<file path="src/rtl/mult_share_arb.sv">
// Shares one pipelined 17x8 twiddle multiplier between NREQ requesters using a round-robin grant.
// Define MULT_SHARE_PRIO0_EN to give requester 0 fixed top priority over a 1..NREQ-1 rotation.
module mult_share_arb #(
  parameter int NREQ    = 4,
  parameter int MUL_LAT = 4,
  parameter int IDW     = 2
) (
  input  logic              clk,
  input  logic              rst_n,
  input  logic              en,
  input  logic [NREQ-1:0]   req_valid,
  input  logic [17*NREQ-1:0] req_a,
  input  logic [8*NREQ-1:0] req_b,
  output logic [NREQ-1:0]   req_ready,
  output logic [16:0]       mul_a,
  output logic [7:0]        mul_b,
  input  logic [16:0]       mul_p,
  output logic [NREQ-1:0]   rsp_valid,
  output logic [16:0]       rsp_data,
  output logic              busy
);

  // Handshake: requester i transfers an operand pair in any cycle where
  // req_valid[i] & req_ready[i]; responses carry no backpressure.

  logic [IDW-1:0]  rr_q, rr_d;
  logic [NREQ-1:0] grant;
  logic [IDW-1:0]  win_id;
  logic            found;
  logic            hs;
  logic [16:0]     mul_a_q;
  logic [7:0]      mul_b_q;
  logic            iss_vld_q;
  logic [IDW-1:0]  iss_id_q;
  logic [MUL_LAT-1:0] tag_vld_q;
  logic [IDW-1:0]  tag_id_q [MUL_LAT];
  logic [NREQ-1:0] rsp_vld_q, rsp_vld_d;
  logic [16:0]     rsp_data_q;

  // Rotating search from rr_q; with the priority build, slot 0 preempts and is skipped in the rotation.
  always_comb begin
    grant  = '0;
    win_id = '0;
    found  = 1'b0;
`ifdef MULT_SHARE_PRIO0_EN
    if (req_valid[0]) begin
      found  = 1'b1;
      win_id = '0;
    end
`endif
    for (int k = 0; k < NREQ; k++) begin
      int idx;
      idx = int'(rr_q) + k;
      if (idx >= NREQ) idx = idx - NREQ;
`ifdef MULT_SHARE_PRIO0_EN
      if (!found && idx != 0 && req_valid[idx]) begin
`else
      if (!found && req_valid[idx]) begin
`endif
        found  = 1'b1;
        win_id = IDW'(idx);
      end
    end
    if (found) grant[win_id] = 1'b1;
  end

  assign req_ready = grant & {NREQ{en & rst_n}};
  assign hs        = |(req_ready & req_valid);

  always_comb begin
    rr_d = rr_q;
`ifdef MULT_SHARE_PRIO0_EN
    if (hs && win_id != '0) begin
`else
    if (hs) begin
`endif
      rr_d = (int'(win_id) == NREQ - 1) ? '0 : win_id + IDW'(1);
    end
  end

  always_comb begin
    rsp_vld_d = '0;
    if (tag_vld_q[MUL_LAT-1]) rsp_vld_d[tag_id_q[MUL_LAT-1]] = 1'b1;
  end

  always_ff @(posedge clk or negedge rst_n) begin
    if (!rst_n) begin
      rr_q       <= '0;
      mul_a_q    <= '0;
      mul_b_q    <= '0;
      iss_vld_q  <= 1'b0;
      iss_id_q   <= '0;
      tag_vld_q  <= '0;
      for (int k = 0; k < MUL_LAT; k++) tag_id_q[k] <= '0;
      rsp_vld_q  <= '0;
      rsp_data_q <= '0;
    end else begin
      rr_q      <= rr_d;
      mul_a_q   <= hs ? req_a[17*win_id +: 17] : 17'd0;
      mul_b_q   <= hs ? req_b[8*win_id +: 8] : 8'd0;
      iss_vld_q <= hs;
      iss_id_q  <= hs ? win_id : '0;
      // Tag stages track the multiplier pipeline so the ID lines up with mul_p.
      tag_vld_q[0] <= iss_vld_q;
      tag_id_q[0]  <= iss_id_q;
      for (int k = 1; k < MUL_LAT; k++) begin
        tag_vld_q[k] <= tag_vld_q[k-1];
        tag_id_q[k]  <= tag_id_q[k-1];
      end
      rsp_vld_q <= rsp_vld_d;
      if (tag_vld_q[MUL_LAT-1]) rsp_data_q <= mul_p;
    end
  end

  assign mul_a     = mul_a_q;
  assign mul_b     = mul_b_q;
  assign rsp_valid = rsp_vld_q;
  assign rsp_data  = rsp_data_q;
  assign busy      = iss_vld_q | (|tag_vld_q) | (|rsp_vld_q);

endmodule

</file>
<file path="config.mk">
export PLATFORM = sky130hd
export DESIGN_NAME = mult_share_arb
export DESIGN_NICKNAME = d
export VERILOG_FILES = /design/src/rtl/mult_share_arb.sv
export SDC_FILE = /design/constraint.sdc
export NUM_CORES = 1
export LEC_CHECK = 0
export BUFFER_PORTS_ARGS = -buffer_cell sky130_fd_sc_hd__buf_2
export CAP_MARGIN = 30
export CORE_MARGIN = 2
export CORE_UTILIZATION = 35
export DETAILED_ROUTE_END_ITERATION = 12
export GPL_TIMING_DRIVEN = 1
export MAX_ROUTING_LAYER = met4
export PLACE_DENSITY_LB_ADDON = 0.25
export RECOVER_POWER = 100
export SYNTH_ARGS = -nofsm -noshare
export SYNTH_HDL_FRONTEND = slang
export SYNTH_SLANG_ARGS = --single-unit
export TNS_END_PERCENT = 10
</file>
<file path="constraint.sdc">
create_clock -name clk -period 3 [get_ports clk]
set_input_delay 0.6 -clock clk [delete_from_list [all_inputs] [get_ports clk]]
set_output_delay 0.6 -clock clk [all_outputs]
set_load 0.05 [all_outputs]
</file>
==> qor.txt, run 1 <==
========================================================================================
Setup crit end kind .......................................................   output pin
Overall overflow remaining after global route .............................            0
Logic gate share of total power ...........................................        0.477
Post-route core utilization ...............................................        0.486
Post-CTS Setup Repair Bufs ................................................            0
Number of antenna violations at the first check in global routing .........            0
Fraction of power consumed by sequential logic ............................        0.309
Post-placement cell area ..................................................     3860 um2
Maximum number of pins on one net before global-route repair ..............           64
Share of synthesized area occupied by flip-flops and latches ..............        0.537
Count of maximum capacitance violations ...................................            1
Hold-fix buffers, CTS .....................................................            0
Post-layout total power ...................................................      3920 uW
Port Buf Inserts ..........................................................          174
Minimum setup slack among reg-to-reg paths ................................      0.54 ns
Cell type contributing the most total cell area after synthesis ........... sky130_fd_sc_hd__dfrtp_1
Actual slew at the worst max-slew pin .....................................      1.50 ns
Synthesized netlist net count .............................................          369
Netlist area before placement .............................................     2940 um2
Kind of start point of the critical path ..................................         flop
Post-synth top cells ...................................................... 63 x sky130_fd_sc_hd__dfrtp_1, 31 x sky130_fd_sc_hd__nand2_1, 28 x sky130_fd_sc_hd__a21oi_1, 27 x sky130_fd_sc_hd__mux2i_1
Longest Clk Path Bufs .....................................................            2
Peak fanout along the critical path .......................................            8
Area added between synthesis and finish ...................................        35.3%
Count of endpoints failing setup in the final report ......................            0
Worst max-slew margin expressed relative to the limit .....................     0.000993
Worst r2r src .............................................................      rr_q[1]
Drt initial violations ....................................................           48
Vias per std cell .........................................................         4.89
Pint ......................................................................      2070 uW
#FFs+latches synth ........................................................           63
Routed Antenna Nets .......................................................            0
Number of instances in the synthesized netlist ............................          244
Initial cell density of the core ..........................................        0.359
Clock latency of the later-clocked register in the worst-skew pair ........      0.35 ns
Path category of the worst min-delay check ................................      reg2reg
Overall die height ........................................................      95.6 um
Count of vias placed by the detailed router ...............................         2580
Part of the power in the clock network ....................................        0.213
Largest vdd supply drop ...................................................   0.000367 V
Count of different cell masters after synthesis ...........................           36
WS Path Type ..............................................................      reg2out
Number of standard-cell rows in the floorplan .............................           33
CTS sink count ............................................................           63
Worst-case setup slack after placement ....................................     0.460 ns
Mean instance size in the synthesized netlist .............................     12.0 um2
Yosys warnings ............................................................            0
Crit path max-delay cell type ............................................. sky130_fd_sc_hd__dfrtp_1
Worst hold start ..........................................................  tag_id_q[3]
Number of top-level pins ..................................................          175
Depth of the worst register-to-register path ..............................           10
Proportion of total power due to net switching ............................        0.471
Final worst path period share .............................................        0.878
RSZ-0062 raised after global routing ......................................           no
Fraction of final layout cells with drive strength greater than 1 .........        0.400
Number of failing hold endpoints at the final stage .......................            0
Time the final worst path needs with I/O delays and setup .................      2.63 ns
Top cells by area in the synthesized netlist .............................. sky130_fd_sc_hd__dfrtp_1 54%, sky130_fd_sc_hd__mux2i_1 9.2%, sky130_fd_sc_hd__mux2_2 6.5%
CP Cell Sequence .......................................................... a21oi_1 > o21a_1 > o22ai_1 > inv_2 > nor2_1 > clkbuf_1
CP arrival ................................................................      2.03 ns
Static Leakage ............................................................   0.00201 uW
Total wire length .........................................................      7480 um
Pins Over Slew Limit ......................................................            0
Post-CTS sizing ...........................................................            0
Top FF cell, synth ........................................................ sky130_fd_sc_hd__dfrtp_1
Fraction of synthesized cell area taken by the top area cell type .........        0.537
Number of global-route vias before repair .................................         2339
Worst setup slack after layout ............................................     0.366 ns
Clock slew at reported path FFs ...........................................      0.08 ns
RR Endpoint ...............................................................    mul_a[12]
Max Fclk ..................................................................      380 MHz
DRT Pass-1 Iters ..........................................................            4
Clock tree from TritonCTS .................................................         done
Failing checks ............................................................ capacitance limit
Global-route wire length before repair ....................................     10900 um
P per Cell Area ...........................................................   986 nW/um2
Share of synthesized registers carrying an async set or reset .............         1.00
H-tree level count ........................................................            3
Number of clock buffers inserted by TritonCTS .............................            9
Required time of the critical path ........................................      2.40 ns
Total half-perimeter wirelength after legalization and detailed placement .      5400 um
Run status ................................................................ complete, but fails checks
Number of nets in the layout ..............................................          543
WHS Path Cells ............................................................            0
Diodes inserted ...........................................................            0
Post-route clock skew .....................................................    0.0103 ns
Switching power ...........................................................      1840 uW
Setup TNS .................................................................         0 ns
Area enclosed by the die boundary .........................................     9140 um2
Number of synthesized flops with an enable pin ............................            0
Global Route Usage Sum ....................................................        0.165
Final routed wire length divided by cell count ............................      14.2 um
Hold Crit Endpoint ........................................................  tag_id_q[1]
Clock Tree Root ........................................................... sky130_fd_sc_hd__clkbuf_8
DRC violations left .......................................................            0
Die boundary width ........................................................      95.6 um
Design area ...............................................................     3980 um2
GPL Wtd Cong ..............................................................        0.732
Area of the placeable core ................................................     8180 um2
Slowest cell delay on critical path .......................................      0.49 ns
Most used standard cell by instance count after synthesis ................. sky130_fd_sc_hd__dfrtp_1
========================================================================================
[layout by cell type, fill, tap and decap left out, drive strengths merged, types with 2 or more instances in the layout]
cell type,instances
buf,125
clkbuf,65
dfrtp,63
nand2,32
a21oi,29
mux2i,27
a221oi,25
mux2,18
nor2,9
inv,6
nor4,2
nand2b,2
a21o,2
nand3,2
clkinv,2
bufinv,2
[power by group through the flow]
stage                     sequential, uW  combinational, uW  clock, uW
after floorplan                     1900                893          0
after global placement              1210               1960          0
after detailed placement            1220               1970          0
after CTS                           1210               1980        871
after global routing                1240               2010        911
final                               1210               1870        836
[cells by family after synthesis]
group                    share of synthesized area
flip-flops                                   0.537
AO/OA/AOI/OAI                                0.159
AND/OR/NAND/NOR                             0.0835
multiplexers                                 0.161
buffers and inverters                       0.0554
adder cells (fa/ha/maj)                    0.00426
[worst max path at each step]
stage          depth (start not counted)            to    startpoint
2_1_floorplan                          6  req_ready[0]  req_valid[0]
3_3_place_gp                          11      mul_a[1]  req_valid[0]
3_5_place_dp                          11     mul_a[16]  req_valid[0]
4_1_cts                                7  req_ready[3]       rr_q[1]
5_1_grt                                6  req_ready[0]       rr_q[1]
6_report                               6  req_ready[0]       rr_q[1]
[metal layers]
layer	GRT usage	up-vias	wire length [um]
met5	-	-	0
met4	0.0833	0	131
met3	0.0538	12	763
met2	0.244	131	3360
met1	0.202	1195	3220
li1	-	1242	-
[stage by stage]
stage	hold slack, ns	cells
after floorplan	0.304	244
after global placement	0.334	512
after detailed placement	0.335	512
after CTS	0.346	528
after global routing	0.348	528
final	0.342	528
[sequential cells by signal, summed over array words and instances, names as in the netlist]
name and cells:
mul_a 17, rsp_data 17, mul_b 8, tag_id_q 8, rsp_valid 4, tag_vld_q 4
iss_id_q 2, rr_q 2, iss_vld_q 1
[critical path, delay by kind of cell (launching register included)]
family	cells	cell delay [ns]
DFF	1	0.49
AOI/OAI and AO/OA	3	0.54
and+or+nand+nor	1	0.11
buffers and inverters	2	0.55
[final cells by class]
cell class | count | area (um2)
inverters | 4 | 20.0
repair buffers | 181 | 847
flip-flops and latches | 63 | 1580
well taps | 105 | 131
clock buffers | 9 | 124
fillers | 839 | 4200
multi-input cells | 159 | 1170
clock inverters | 7 | 103
Power figures use the tool's default switching activity.
==> run 2, diff against run 1 <==
PLACE_DENSITY = 0.67   (was unset)
PLACE_DENSITY_LB_ADDON = unset   (was 0.25)
==> qor.txt, run 2 (synthesis results as in run 1) <==
========================================================================================
Initial cell density of the core ..........................................        0.359   unchanged
Total wire length .........................................................      7750 um   +3.6%
Run status ................................................................ complete, but fails checks
Number of antenna violations at the first check in global routing .........            0   unchanged
CP bufs+invs ..............................................................            2   unchanged
Max Fclk ..................................................................      360 MHz   -5.2%
Number of failing hold endpoints at the final stage .......................            0   unchanged
Worst setup slack after layout ............................................     0.222 ns   -0.144 ns
GPL Wtd Cong ..............................................................        0.811   +11%
Cell count along the critical path ........................................            7   +1
Post-CTS sizing ...........................................................            0   unchanged
Flip-flop and latch area ..................................................     1580 um2   unchanged
Die boundary width ........................................................      95.6 um   unchanged
Setup TNS .................................................................         0 ns   unchanged
Time the final worst path needs with I/O delays and setup .................      2.78 ns   +0.144 ns
CP Cell Sequence .......................................................... nand2b_1 > a21o_1 > nand2_8 > clkinv_4 > ha_1 > and2_1 > clkbuf_2
Area enclosed by the die boundary .........................................     9140 um2   unchanged
Overall die height ........................................................      95.6 um   unchanged
Worst max-slew margin expressed relative to the limit .....................      -0.0124   -0.0134
Peak fanout along the critical path .......................................           27   +19
Commonest non-fill, non-tap cell in the layout ............................ sky130_fd_sc_hd__buf_2
H-tree level count ........................................................            3   unchanged
Port Buf Inserts ..........................................................          174   unchanged
Fraction of final layout cells with drive strength greater than 1 .........        0.407   +0.00709
Pins Over Slew Limit ......................................................           63   +63
Total half-perimeter wirelength after legalization and detailed placement .      5690 um   +5.3%
Slowest cell delay on critical path .......................................      0.47 ns   -0.02 ns
Final routed wire length divided by cell count ............................      14.7 um   +3.6%
CP arrival ................................................................      2.18 ns   +0.15 ns
Failing checks ............................................................ capacitance limit, slew limit
Critical path launch point ................................................      rr_q[1]
P per Cell Area ...........................................................   983 nW/um2   -0.27%
RSZ-0062 raised after global routing ......................................           no
Actual slew at the worst max-slew pin .....................................      1.52 ns   +0.0201 ns
Global-route wire length before repair ....................................     11100 um   +1.5%
Crit path max-delay cell type ............................................. sky130_fd_sc_hd__dfrtp_1
WS Path Type ..............................................................      reg2out
Maximum number of pins on one net before global-route repair ..............           63   -1.6%
Longest Clk Path Bufs .....................................................            2   unchanged
Overall overflow remaining after global route .............................            0   unchanged
Number of standard-cell rows in the floorplan .............................           33   unchanged
Clock Tree Root ........................................................... sky130_fd_sc_hd__clkbuf_8
DRT Pass-1 Iters ..........................................................            4   unchanged
Final worst path period share .............................................        0.926   +0.0480
Crit path to .............................................................. req_ready[3]
Top library cells by usage in the layout, fill and taps aside ............. 122 x sky130_fd_sc_hd__buf_2, 63 x sky130_fd_sc_hd__dfrtp_1, 52 x sky130_fd_sc_hd__clkbuf_1
Count of endpoints failing setup in the final report ......................            0   unchanged
Diodes inserted ...........................................................            0   unchanged
Number of nets in the layout ..............................................          543   unchanged
Area added between synthesis and finish ...................................        35.7%
Post-route clock skew .....................................................    0.0104 ns   +0.0000566 ns
Routed Antenna Nets .......................................................            0   unchanged
Required time of the critical path ........................................      2.40 ns   about the same
Worst-case setup slack after placement ....................................     0.291 ns   -0.169 ns
Path category of the worst min-delay check ................................     in2async
Clock tree from TritonCTS .................................................         done
RR Endpoint ...............................................................    mul_a[13]
Depth of the worst register-to-register path ..............................           10   unchanged
CTS sink count ............................................................           63   unchanged
Hold-fix buffers, CTS .....................................................            0   unchanged
Largest vdd supply drop ...................................................   0.000711 V   +94%
Global Route Usage Sum ....................................................        0.165   about the same
Clock slew at reported path FFs ...........................................      0.08 ns   about the same
Count of vias placed by the detailed router ...............................         2610   +1.2%
Minimum setup slack among reg-to-reg paths ................................      0.35 ns   -0.19 ns
DRC violations left .......................................................            0   unchanged
Setup crit end kind .......................................................   output pin
Vias per std cell .........................................................         4.94   +1.2%
Filler cell count .........................................................          805   -4.1%
Kind of start point of the critical path ..................................         flop
Drt initial violations ....................................................           81   +69%
Multi-input combinational cell area .......................................     1180 um2   +0.64%
Static Leakage ............................................................   0.00201 uW   +0.33%
Post-CTS Setup Repair Bufs ................................................            0   unchanged
Largest delay share family, worst path ....................................   flip-flops
Number of clock buffers inserted by TritonCTS .............................            9   unchanged
Area of the placeable core ................................................     8180 um2   unchanged
Worst r2r src .............................................................      rr_q[1]
Number of top-level pins ..................................................          175   unchanged
Clock latency of the later-clocked register in the worst-skew pair ........      0.34 ns   about the same
Number of global-route vias before repair .................................         2369   +1.3%
Count of maximum capacitance violations ...................................            1   unchanged
========================================================================================
-- run 2: changes by cell type in the layout (fill, tap and decap cells not counted), sizes merged --
cell / delta
buf: +1
clkbuf: -1
-- run 2: worst min-delay path by stage --
stage          slack [ns]  cells after the start   startpoint          end
6_report             0.12                      1        rst_n      rr_q[0]
5_1_grt              0.10                      1        rst_n      rr_q[0]
4_1_cts              0.05                      1        rst_n      rr_q[0]
3_5_place_dp         0.33                      0  iss_id_q[1]  tag_id_q[7]
3_3_place_gp         0.33                      0  tag_id_q[3]  tag_id_q[1]
2_1_floorplan        0.30                      0        rst_n  iss_id_q[0]
-- run 2: metrics by stage --
| stage | instance area (um2) | hold slack, ns | cells | utilization | total power (uW) |
|---|---|---|---|---|---|
| after floorplan | 2940 | 0.304 | 244 | - | 2790 |
| after global placement | 3860 | 0.333 | 512 | 0.472 | 3160 |
| after detailed placement | 3860 | 0.335 | 512 | 0.472 | 3200 |
| after CTS | 4080 | 0.0497 | 528 | 0.500 | 4040 |
| after global routing | 3990 | 0.101 | 528 | 0.488 | 4140 |
| final | 3990 | 0.116 | 528 | 0.488 | 3920 |
-- run 2: worst register-to-register path, cell delays in order (launching register included) --
cell and delay (ns):
sky130_fd_sc_hd__dfrtp_1 0.47, sky130_fd_sc_hd__nand2b_1 0.20, sky130_fd_sc_hd__a21o_1 0.24, sky130_fd_sc_hd__nand2_8 0.09
sky130_fd_sc_hd__clkinv_4 0.19, sky130_fd_sc_hd__ha_1 0.29, sky130_fd_sc_hd__nand2_1 0.07, sky130_fd_sc_hd__nand3_1 0.11
sky130_fd_sc_hd__a21oi_4 0.36, sky130_fd_sc_hd__clkbuf_2 0.40, sky130_fd_sc_hd__a221oi_1 0.11
-- run 2: metal layers --
metal,global-route usage,share of wire,vias up
met5,-,0,-
met4,0.0702,0.016,0
met3,0.0332,0.085,10
met2,0.258,0.49,123
met1,0.207,0.41,1236
li1,-,-,1241
-- run 2: report_power, final --
| group | leakage, uW | switching [uW] | total [uW] | internal, uW |
|---|---|---|---|---|
| sequential | 0.000820 | 115 | 1210 | 1090 |
| combinational | 0.00108 | 1370 | 1880 | 510 |
| clock | 0.000111 | 352 | 830 | 478 |
-- run 2: area by class of cell --
cell class                 count  area share
inverter                       4     0.00502
multi-input combinational    159       0.296
clock inverter                 7      0.0257
timing repair buffer         181       0.213
sequential                    63       0.395
tap                          105      0.0330
clock buffer                   9      0.0311
==> run 3, diff against run 2 <==
BUFFER_PORTS_ARGS = -buffer_cell sky130_fd_sc_hd__buf_4   (was -buffer_cell sky130_fd_sc_hd__buf_2)
==> qor.txt, run 3 (synthesis results as in run 1) <==
========================================================================================
Global Route Usage Sum ....................................................        0.178   +0.0134
Depth of the worst register-to-register path ..............................           10   unchanged
Crit path to .............................................................. req_ready[3]
Die boundary width ........................................................      95.6 um   unchanged
Pint ......................................................................      2050 uW   -1.6%
Clock slew at reported path FFs ...........................................      0.07 ns   about the same
Post-layout total power ...................................................      3900 uW   -0.58%
Fraction of power consumed by sequential logic ............................        0.310   +0.002
Area of the placeable core ................................................     8180 um2   unchanged
Port Buf Inserts ..........................................................          174   unchanged
Fraction of final layout cells with drive strength greater than 1 .........        0.411   +0.00473
Critical path launch point ................................................      rr_q[1]
Longest Clk Path Bufs .....................................................            2   unchanged
Worst hold slack ..........................................................    0.0696 ns   -0.0467 ns
Post-CTS Setup Repair Bufs ................................................            0   unchanged
Clock latency of the later-clocked register in the worst-skew pair ........      0.34 ns   about the same
Peak fanout along the critical path .......................................           27   unchanged
Setup TNS .................................................................         0 ns   unchanged
Largest vdd supply drop ...................................................   0.000601 V   -16%
RSZ-0062 raised after global routing ......................................           no
Minimum setup slack among reg-to-reg paths ................................      0.31 ns   -0.04 ns
Number of antenna violations at the first check in global routing .........            1   +1
Count of vias placed by the detailed router ...............................         2587   -0.88%
Pins Over Slew Limit ......................................................            0   -100%
Number of failing hold endpoints at the final stage .......................            0   unchanged
Number of nets in the layout ..............................................          543   unchanged
Final standard cell count with taps included and fillers excluded .........          529   +0.19%
Number of standard-cell rows in the floorplan .............................           33   unchanged
Kind of start point of the critical path ..................................         flop
Post-CTS sizing ...........................................................            0   unchanged
Final worst path period share .............................................        0.920   -0.00648
Filler cell count .........................................................          827   +2.7%
Total wire length .........................................................      8150 um   +5.1%
CP arrival ................................................................      2.16 ns   -0.02 ns
Global-route wire length before repair ....................................     11900 um   +7.8%
CTS sink count ............................................................           63   unchanged
Commonest non-fill, non-tap cell in the layout ............................ sky130_fd_sc_hd__buf_4
Overall die height ........................................................      95.6 um   unchanged
Clock tree from TritonCTS .................................................         done
Actual slew at the worst max-slew pin .....................................      1.49 ns   -0.0241 ns
Path category of the worst min-delay check ................................     in2async
Proportion of total power due to net switching ............................        0.475   +0.00550
Logic gate share of total power ...........................................        0.498   +0.018
Failing checks ............................................................ capacitance limit
GPL Wtd Cong ..............................................................        0.803   -1.0%
Number of top-level pins ..................................................          175   unchanged
Setup crit end kind .......................................................   output pin
Post-route clock skew .....................................................   0.00572 ns   -0.00465 ns
Total half-perimeter wirelength after legalization and detailed placement .      6100 um   +7.1%
Hold-fix buffers, CTS .....................................................            0   unchanged
Part of the power in the clock network ....................................        0.191   -0.021
Area added between synthesis and finish ...................................        45.7%
Top library cells by usage in the layout, fill and taps aside ............. 125 x sky130_fd_sc_hd__buf_4, 63 x sky130_fd_sc_hd__dfrtp_1, 52 x sky130_fd_sc_hd__clkbuf_1
RR Endpoint ...............................................................      rr_q[0]
Post-route core utilization ...............................................        0.524   +0.0361
DRT Pass-1 Iters ..........................................................            4   unchanged
Count of endpoints failing setup in the final report ......................            0   unchanged
WS Path Type ..............................................................      reg2out
Drt initial violations ....................................................           81   unchanged
DRC violations left .......................................................            0   unchanged
Number of placed instances, taps included .................................          512   unchanged
Area enclosed by the die boundary .........................................     9140 um2   unchanged
Maximum number of pins on one net before global-route repair ..............           63   unchanged
Initial cell density of the core ..........................................        0.359   unchanged
Final routed wire length divided by cell count ............................      15.4 um   +4.9%
Max Fclk ..................................................................      362 MHz   +0.70%
Static Leakage ............................................................   0.00211 uW   +4.8%
Routed Antenna Nets .......................................................            0   unchanged
Count of maximum capacitance violations ...................................            1   unchanged
Vias per std cell .........................................................         4.89   -1.1%
Time the final worst path needs with I/O delays and setup .................      2.76 ns   -0.0194 ns
P per Cell Area ...........................................................   910 nW/um2   -7.4%
Number of global-route vias before repair .................................         2520   +6.4%
Required time of the critical path ........................................      2.40 ns   about the same
Worst max-slew margin expressed relative to the limit .....................      0.00365   +0.0161
Worst r2r src .............................................................      rr_q[1]
H-tree level count ........................................................            3   unchanged
Overall overflow remaining after global route .............................            0   unchanged
Switching power ...........................................................      1850 uW   +0.59%
Run status ................................................................ complete, but fails checks
Clock Tree Root ........................................................... sky130_fd_sc_hd__clkbuf_8
Number of clock buffers inserted by TritonCTS .............................            9   unchanged
========================================================================================
run 3: metal layers:
layer | wire (um) | vias up | GRT usage
met2 | 4120 | 113 | 0.305
met1 | 3220 | 1222 | 0.197
li1 | - | 1244 | -
met4 | 88 | 0 | 0.0500
met3 | 718 | 8 | 0.0609
met5 | 0 | - | -
run 3: power groups by stage:
stage | logic (uW) | clock network, uW | registers (uW)
detailed placement | 2150 | 0 | 1230
finish | 1940 | 746 | 1210
CTS | 2150 | 771 | 1220
global route | 2070 | 815 | 1240
floorplan | 893 | 0 | 1900
global placement | 2120 | 0 | 1220
run 3: cell type report:
| type | count | area, um2 | share of cell area |
|---|---|---|---|
| flip-flops and latches | 63 | 1580 | 0.368 |
| multi-input cells | 159 | 1190 | 0.279 |
| repair buffers | 181 | 1150 | 0.269 |
| well taps | 105 | 131 | 0.0307 |
| clock buffers | 9 | 124 | 0.0289 |
| clock inverters | 7 | 80.1 | 0.0187 |
| inverters | 4 | 20.0 | 0.00468 |
| diodes | 1 | 2.50 | 0.000584 |
run 3: per-stage QoR:
step           setup WS, ns  area [um2]
2_1_floorplan         0.461        2940
3_3_place_gp          0.382        4290
3_5_place_dp          0.307        4290
4_1_cts               0.262        4500
5_1_grt               0.106        4280
6_report              0.241        4280
run 3: worst min path at each step:
stage,end,start,cells past startpoint,slack [ns]
after global routing,rr_q[0],rst_n,1,0.06
after floorplan,iss_id_q[0],rst_n,0,0.30
after global placement,tag_id_q[0],tag_id_q[2],0,0.33
after detailed placement,tag_id_q[0],tag_id_q[2],0,0.34
after CTS,rr_q[0],rst_n,1,0.03
final,rr_q[0],rst_n,1,0.07
run 3: worst max-delay path, stage by stage (launching register included):
cell	delay, ns
sky130_fd_sc_hd__dfrtp_1	0.47
sky130_fd_sc_hd__nand2b_1	0.20
sky130_fd_sc_hd__a21o_1	0.24
sky130_fd_sc_hd__nand2_8	0.09
sky130_fd_sc_hd__clkinv_4	0.17
sky130_fd_sc_hd__ha_1	0.28
sky130_fd_sc_hd__and2_1	0.14
sky130_fd_sc_hd__clkbuf_2	0.23
